===== src/rtl/wide_add_pkg.sv =====
// Shared definitions for the wide adder sequencer: slice width, FSM encoding
// and the chunk-counter width helper.
package wide_add_pkg;

  localparam int SLICE_W = 16;

  typedef enum logic [1:0] {
    IDLE = 2'd0,
    RUN  = 2'd1,
    DONE = 2'd2
  } state_t;

  // A single chunk still needs a 1-bit counter so the register is never zero-width.
  function automatic int cnt_width(input int n);
    return (n <= 1) ? 1 : $clog2(n);
  endfunction

endpackage


===== src/rtl/carry_select_adder_16.sv =====
// 16-bit carry-select adder slice: ripple low byte, precompute the high byte
// for both possible carries and select with the low byte's carry-out.
module carry_select_adder_16
  import wide_add_pkg::*;
(
  input  logic [SLICE_W-1:0] a,
  input  logic [SLICE_W-1:0] b,
  input  logic               cin,
  output logic [SLICE_W-1:0] sum,
  output logic               cout
);

  localparam int H = SLICE_W / 2;

  logic [H:0] w_lo;
  logic [H:0] w_hi0;
  logic [H:0] w_hi1;

  assign w_lo  = {1'b0, a[H-1:0]} + {1'b0, b[H-1:0]} + {{H{1'b0}}, cin};
  assign w_hi0 = {1'b0, a[SLICE_W-1:H]} + {1'b0, b[SLICE_W-1:H]};
  assign w_hi1 = {1'b0, a[SLICE_W-1:H]} + {1'b0, b[SLICE_W-1:H]} + {{H{1'b0}}, 1'b1};

  assign sum  = {(w_lo[H] ? w_hi1[H-1:0] : w_hi0[H-1:0]), w_lo[H-1:0]};
  assign cout = w_lo[H] ? w_hi1[H] : w_hi0[H];

endmodule


===== src/rtl/wide_add_sequencer.sv =====
// Round-robin shared wide adder: grants one of two requesters, then walks the
// 16-bit slice over WIDTH/16 cycles LSB chunk first with a registered carry.
module wide_add_sequencer
  import wide_add_pkg::*;
#(
  parameter int WIDTH = 64
) (
  input  logic             clk,
  input  logic             rst,
  input  logic             req0_valid,
  output logic             req0_ready,
  input  logic [WIDTH-1:0] req0_a,
  input  logic [WIDTH-1:0] req0_b,
  input  logic             req0_cin,
  input  logic             req1_valid,
  output logic             req1_ready,
  input  logic [WIDTH-1:0] req1_a,
  input  logic [WIDTH-1:0] req1_b,
  input  logic             req1_cin,
  output logic             rsp_valid,
  input  logic             rsp_ready,
  output logic [WIDTH-1:0] rsp_sum,
  output logic             rsp_cout,
  output logic             rsp_id,
  output logic             busy
);

  localparam int N  = WIDTH / SLICE_W;
  localparam int CW = cnt_width(N);
  localparam logic [CW-1:0] LAST = CW'(N - 1);

  state_t             r_state;
  logic [WIDTH-1:0]   r_a;
  logic [WIDTH-1:0]   r_b;
  logic [WIDTH-1:0]   r_sum;
  logic [CW-1:0]      r_cnt;
  logic               r_carry;
  logic               r_cout;
  logic               r_id;
  logic               r_valid;
  logic               r_busy;
  logic               r_last_grant;

  logic               w_grant;
  logic               w_accept;
  logic [SLICE_W-1:0] w_a_chunk;
  logic [SLICE_W-1:0] w_b_chunk;
  logic [SLICE_W-1:0] w_slice_sum;
  logic               w_slice_cout;

  // NOTE: every combinational output gets a default first so no latch is inferred.
  always_comb begin
    w_grant = 1'b0;
    if (req0_valid && req1_valid) w_grant = ~r_last_grant;
    else if (req1_valid)          w_grant = 1'b1;
  end

  assign req0_ready = (r_state == IDLE) && req0_valid && !w_grant;
  assign req1_ready = (r_state == IDLE) && req1_valid &&  w_grant;
  assign w_accept   = req0_ready || req1_ready;

  assign w_a_chunk = r_a[r_cnt*SLICE_W +: SLICE_W];
  assign w_b_chunk = r_b[r_cnt*SLICE_W +: SLICE_W];

  carry_select_adder_16 u_slice (
    .a    (w_a_chunk),
    .b    (w_b_chunk),
    .cin  (r_carry),
    .sum  (w_slice_sum),
    .cout (w_slice_cout)
  );

  // NOTE: all state updates use non-blocking assignments so every register samples pre-edge values.
  always_ff @(posedge clk or posedge rst) begin
    if (rst) begin
      r_state      <= IDLE;
      r_a          <= '0;
      r_b          <= '0;
      r_sum        <= '0;
      r_cnt        <= '0;
      r_carry      <= 1'b0;
      r_cout       <= 1'b0;
      r_id         <= 1'b0;
      r_valid      <= 1'b0;
      r_busy       <= 1'b0;
      r_last_grant <= 1'b1;
    end else begin
      case (r_state)
        IDLE: begin
          if (w_accept) begin
            r_a          <= w_grant ? req1_a   : req0_a;
            r_b          <= w_grant ? req1_b   : req0_b;
            r_carry      <= w_grant ? req1_cin : req0_cin;
            r_cnt        <= '0;
            r_id         <= w_grant;
            r_last_grant <= w_grant;
            r_busy       <= 1'b1;
            r_state      <= RUN;
          end
        end
        RUN: begin
          r_sum[r_cnt*SLICE_W +: SLICE_W] <= w_slice_sum;
          r_carry <= w_slice_cout;
          r_cnt   <= r_cnt + 1'b1;
          if (r_cnt == LAST) begin
            r_cout  <= w_slice_cout;
            r_valid <= 1'b1;
            r_state <= DONE;
          end
        end
        DONE: begin
          if (rsp_ready) begin
            r_valid <= 1'b0;
            r_busy  <= 1'b0;
            r_state <= IDLE;
          end
        end
        default: r_state <= IDLE;
      endcase
    end
  end

  assign rsp_valid = r_valid;
  assign rsp_sum   = r_sum;
  assign rsp_cout  = r_cout;
  assign rsp_id    = r_id;
  assign busy      = r_busy;

endmodule

===== config.mk =====
export PLATFORM = sky130hd
export DESIGN_NAME = wide_add_sequencer
export DESIGN_NICKNAME = d
export VERILOG_FILES = /design/src/rtl/wide_add_pkg.sv /design/src/rtl/carry_select_adder_16.sv /design/src/rtl/wide_add_sequencer.sv
export SDC_FILE = /design/constraint.sdc
export NUM_CORES = 1
export LEC_CHECK = 0
export ABC_AREA = 1
export CELL_PAD_IN_SITES_DETAIL_PLACEMENT = 1
export CELL_PAD_IN_SITES_GLOBAL_PLACEMENT = 1
export CORE_MARGIN = 5
export CORE_UTILIZATION = 29
export DETAILED_ROUTE_END_ITERATION = 10
export PLACE_DENSITY_LB_ADDON = 0.08
export SYNTH_ARGS = -nofsm -noshare
export SYNTH_HDL_FRONTEND = slang
export SYNTH_SLANG_ARGS = --single-unit
export TNS_END_PERCENT = 5

===== constraint.sdc =====
create_clock -name clk -period 16.55 [get_ports clk]
set_input_delay 3.31 -clock clk [delete_from_list [all_inputs] [get_ports clk]]
set_output_delay 3.31 -clock clk [all_outputs]
set_load 0.02 [all_outputs]

==> results.py <==
metrics = {
    "flow_run": {
        "cap_viol_max_count": 0,
    },
    "floorplanning": {
        "core_area_um2": 36600,
        "initial_core_util": 0.294,
        "die_x_um": 203,
        "dieArea_um2": 41000,
        "row_count": 70,
        "io_pins": 333,
        "die_h_um": 203,
    },
    "grt": {
        "grt_first_pass_wirelength_um": 66100,
        "groute.usage.overall": 0.204,
        "grt_max_degree": 148,
        "first_global_vias": 11103,
        "antenna_found_initial": 7,
        "grt_overflow": 0,
    },
    "clock_tree": {
        "clk_pin_slew_worst_paths_ns": 0.06,
        "clkLatencyLatePin_ns": 0.53,
        "post_cts_buffers": 0,
        "htreeDepth": 1,
        "clock-sinks": 202,
        "clock_path_buffers": 3,
        "cts_resized": 0,
        "cts_tree": "done",
        "cts_buffers": 25,
        "root_buffer": "clkbuf_16",
        "cts_hold_buf": 0,
    },
    "drt": {
        "avgViaCountPerCell": 4.90,
        "wl_um": 43200,
        "wl_per_cell_um": 20.3,
        "vias": 10426,
        "drc_errors": 0,
        "drt_iter0_markers": 409,
        "ant_nets": 0,
        "drt-pass1-iter-count": 7,
    },
    "sta": {
        "worst_slack_ns": 7.43,
        "setup_viol": 0,
        "relSlewSlack": 0.289,
        "finClkSkew_ns": 0.00722,
        "grt_setup_unrepaired": "false",
        "fin_tns_setup_ns": 0,
        "final_hold_viol_count": 0,
        "period_needed_ns": 9.12,
        "drv_slew": 0,
        "fin_crit_sh": 0.551,
        "worstMarginPinSlew_ns": 1.07,
        "max_freq_ghz": 0.110,
    },
    "pwr": {
        "total_power_w": 0.00364,
        "powerDensity_nw_per_um2": 241,
        "p_leak_nw": 6.49,
        "ir_drop_uv": 101,
    },
    "place": {
        "numPortBuffers": 332,
        "dp_slack_ns": 7.35,
        "hpwl_um": 31600,
        "globalplace.congestion": 0.795,
        "dp_cells": 2082,
    },
    "synth": {
        "avgSynthCellArea_um2": 7.90,
        "syn-num-nets": 1649,
        "synth_most_common_cell": "nand2_1",
        "synthDistinctLibCells": 42,
        "postSynthCellCount": 1361,
        "synthTopCellsByArea": "dfrtp_1, nand2_1, a31oi_1",
        "synthTopCellsByCount": "nand2_1, dfrtp_1, nor2_1",
        "synth_seq_cells": 202,
        "yosys.area.top_type": "dfrtp_1",
        "synth_edf_count": 0,
        "syn_area_um2": 10800,
        "ys_seq_area_frac": 0.470,
        "synth_top_flop_cell": "dfrtp_1",
        "async_flop_share": 1.00,
        "synth_top_area_frac": 0.468,
        "synth_warnings": 0,
    },
    "worst_setup_path": {
        "crit_fanout": 52,
        "critPathRequiredTime_ns": 13.24,
        "critPathLaunchType": "input pin",
        "crit_type": "input pin to output pin",
        "cp-end-kind": "output pin",
        "crit_arrival_ns": 5.81,
    },
    "status": {
        "status": "finished, final reports clean",
    },
    "layout": {
        "syn2layout_area_growth_pct": 40.6,
        "nets": 1929,
        "final_layout_size_suffix_gt1_frac": 0.0585,
        "final_cells": 2129,
        "post-route-util": 0.413,
    },
    "hold_path": {
        "hold_class": "flip-flop to flip-flop",
    },
}
==> final timing paths <==
path	startpoint	to	slack, ns	depth (start not counted)
min	r_last_grant	r_last_grant	0.48	2
min in group asynchronous	rst	rsp_id	3.25	2
max	req0_valid	req1_ready	7.43	7
max reg2reg	r_cnt[0]	rsp_sum[26]	12.02	16
min reg2reg	r_last_grant	r_last_grant	0.48	2
max in group asynchronous	rst	r_cnt[0]	11.97	3
==> power breakdown <==
part | internal, W | total [W] | switching (W)
clock | 0.000355 | 0.000575 | 0.000220
combinational | 0.000732 | 0.00218 | 0.00145
sequential | 0.000727 | 0.000879 | 0.000153
total | 0.00181 | 0.00364 | 0.00182
==> cell usage in the layout, fill, tap and decap left out, types with 5 or more instances in the layout <==
cell,netlist,layout
nand2_1,407,406
clkdlybuf4s50_1,0,332
dfrtp_1,201,200
nor2_1,198,198
a31oi_1,131,131
o21ai_0,96,96
inv_1,47,45
o22ai_1,28,28
clkbuf_16,0,25
nand3_1,23,23
ha_1,22,22
o21ai_1,18,18
a21oi_1,15,15
nand2_2,12,12
o31ai_1,11,11
buf_4,9,10
inv_2,7,7
nor2_4,7,7
nand4_1,6,6
clkinv_2,0,6
nor2_2,5,5
xor2_1,5,5
==> metal layers <==
| metal | vias to the layer above | wire, um | track usage |
|---|---|---|---|
| li1 | 5099 | - | - |
| met5 | - | 46 | 0 |
| met1 | 5023 | 19200 | 0.272 |
| met2 | 242 | 20700 | 0.344 |
| met3 | 54 | 2380 | 0.0418 |
| met4 | 8 | 864 | 0.0439 |
==> logic make-up (layout without fill, tap and decap cells) <==
| group | count (synthesis) | after routing | share of synthesized area |
|---|---|---|---|
| AOI/OAI and AO/OA | 308 | 308 | 0.167 |
| adders and majority gates | 25 | 25 | 0.0312 |
| DFF | 202 | 202 | 0.470 |
| other | 0 | 4 | 0 |
| and+or+nand+nor | 669 | 669 | 0.254 |
| buffers and inverters | 146 | 442 | 0.0675 |
| xor gates and xnor gates | 11 | 11 | 0.0104 |
==> metrics by stage <==
step	hold WS, ns	cell area [um^2]
2_1_floorplan	0.447	10800
3_3_place_gp	0.462	14300
3_5_place_dp	0.472	14300
4_1_cts	0.482	15100
5_1_grt	0.500	15100
6_report	0.480	15100
==> flip-flops by register name (all words and copies together), names as in the netlist <==
register      count
r_a              64
r_b              64
rsp_sum          64
r_cnt             2
r_state           2
busy              1
r_carry           1
r_last_grant      1
rsp_cout          1
rsp_id            1
rsp_valid         1
==> critical path, cell delays in order <==
cell	delay, ns
clkdlybuf4s50_1	0.45
nand2_1	0.12
nand2_4	0.35
inv_4	0.62
nand2_1	0.21
inv_2	0.13
clkdlybuf4s50_1	0.61
==> area by class of cell <==
class | count | area (um^2)
Multi-Input combinational cell | 1013 | 4980
Clock inverter | 11 | 159
Fill cell | 4360 | 21500
Inverter | 57 | 231
Antenna cell | 4 | 10.0
Clock buffer | 32 | 692
Timing Repair Buffer | 342 | 3400
Sequential cell | 202 | 5060
Tap cell | 468 | 586
Note: power is estimated with default switching activity, not from simulation.
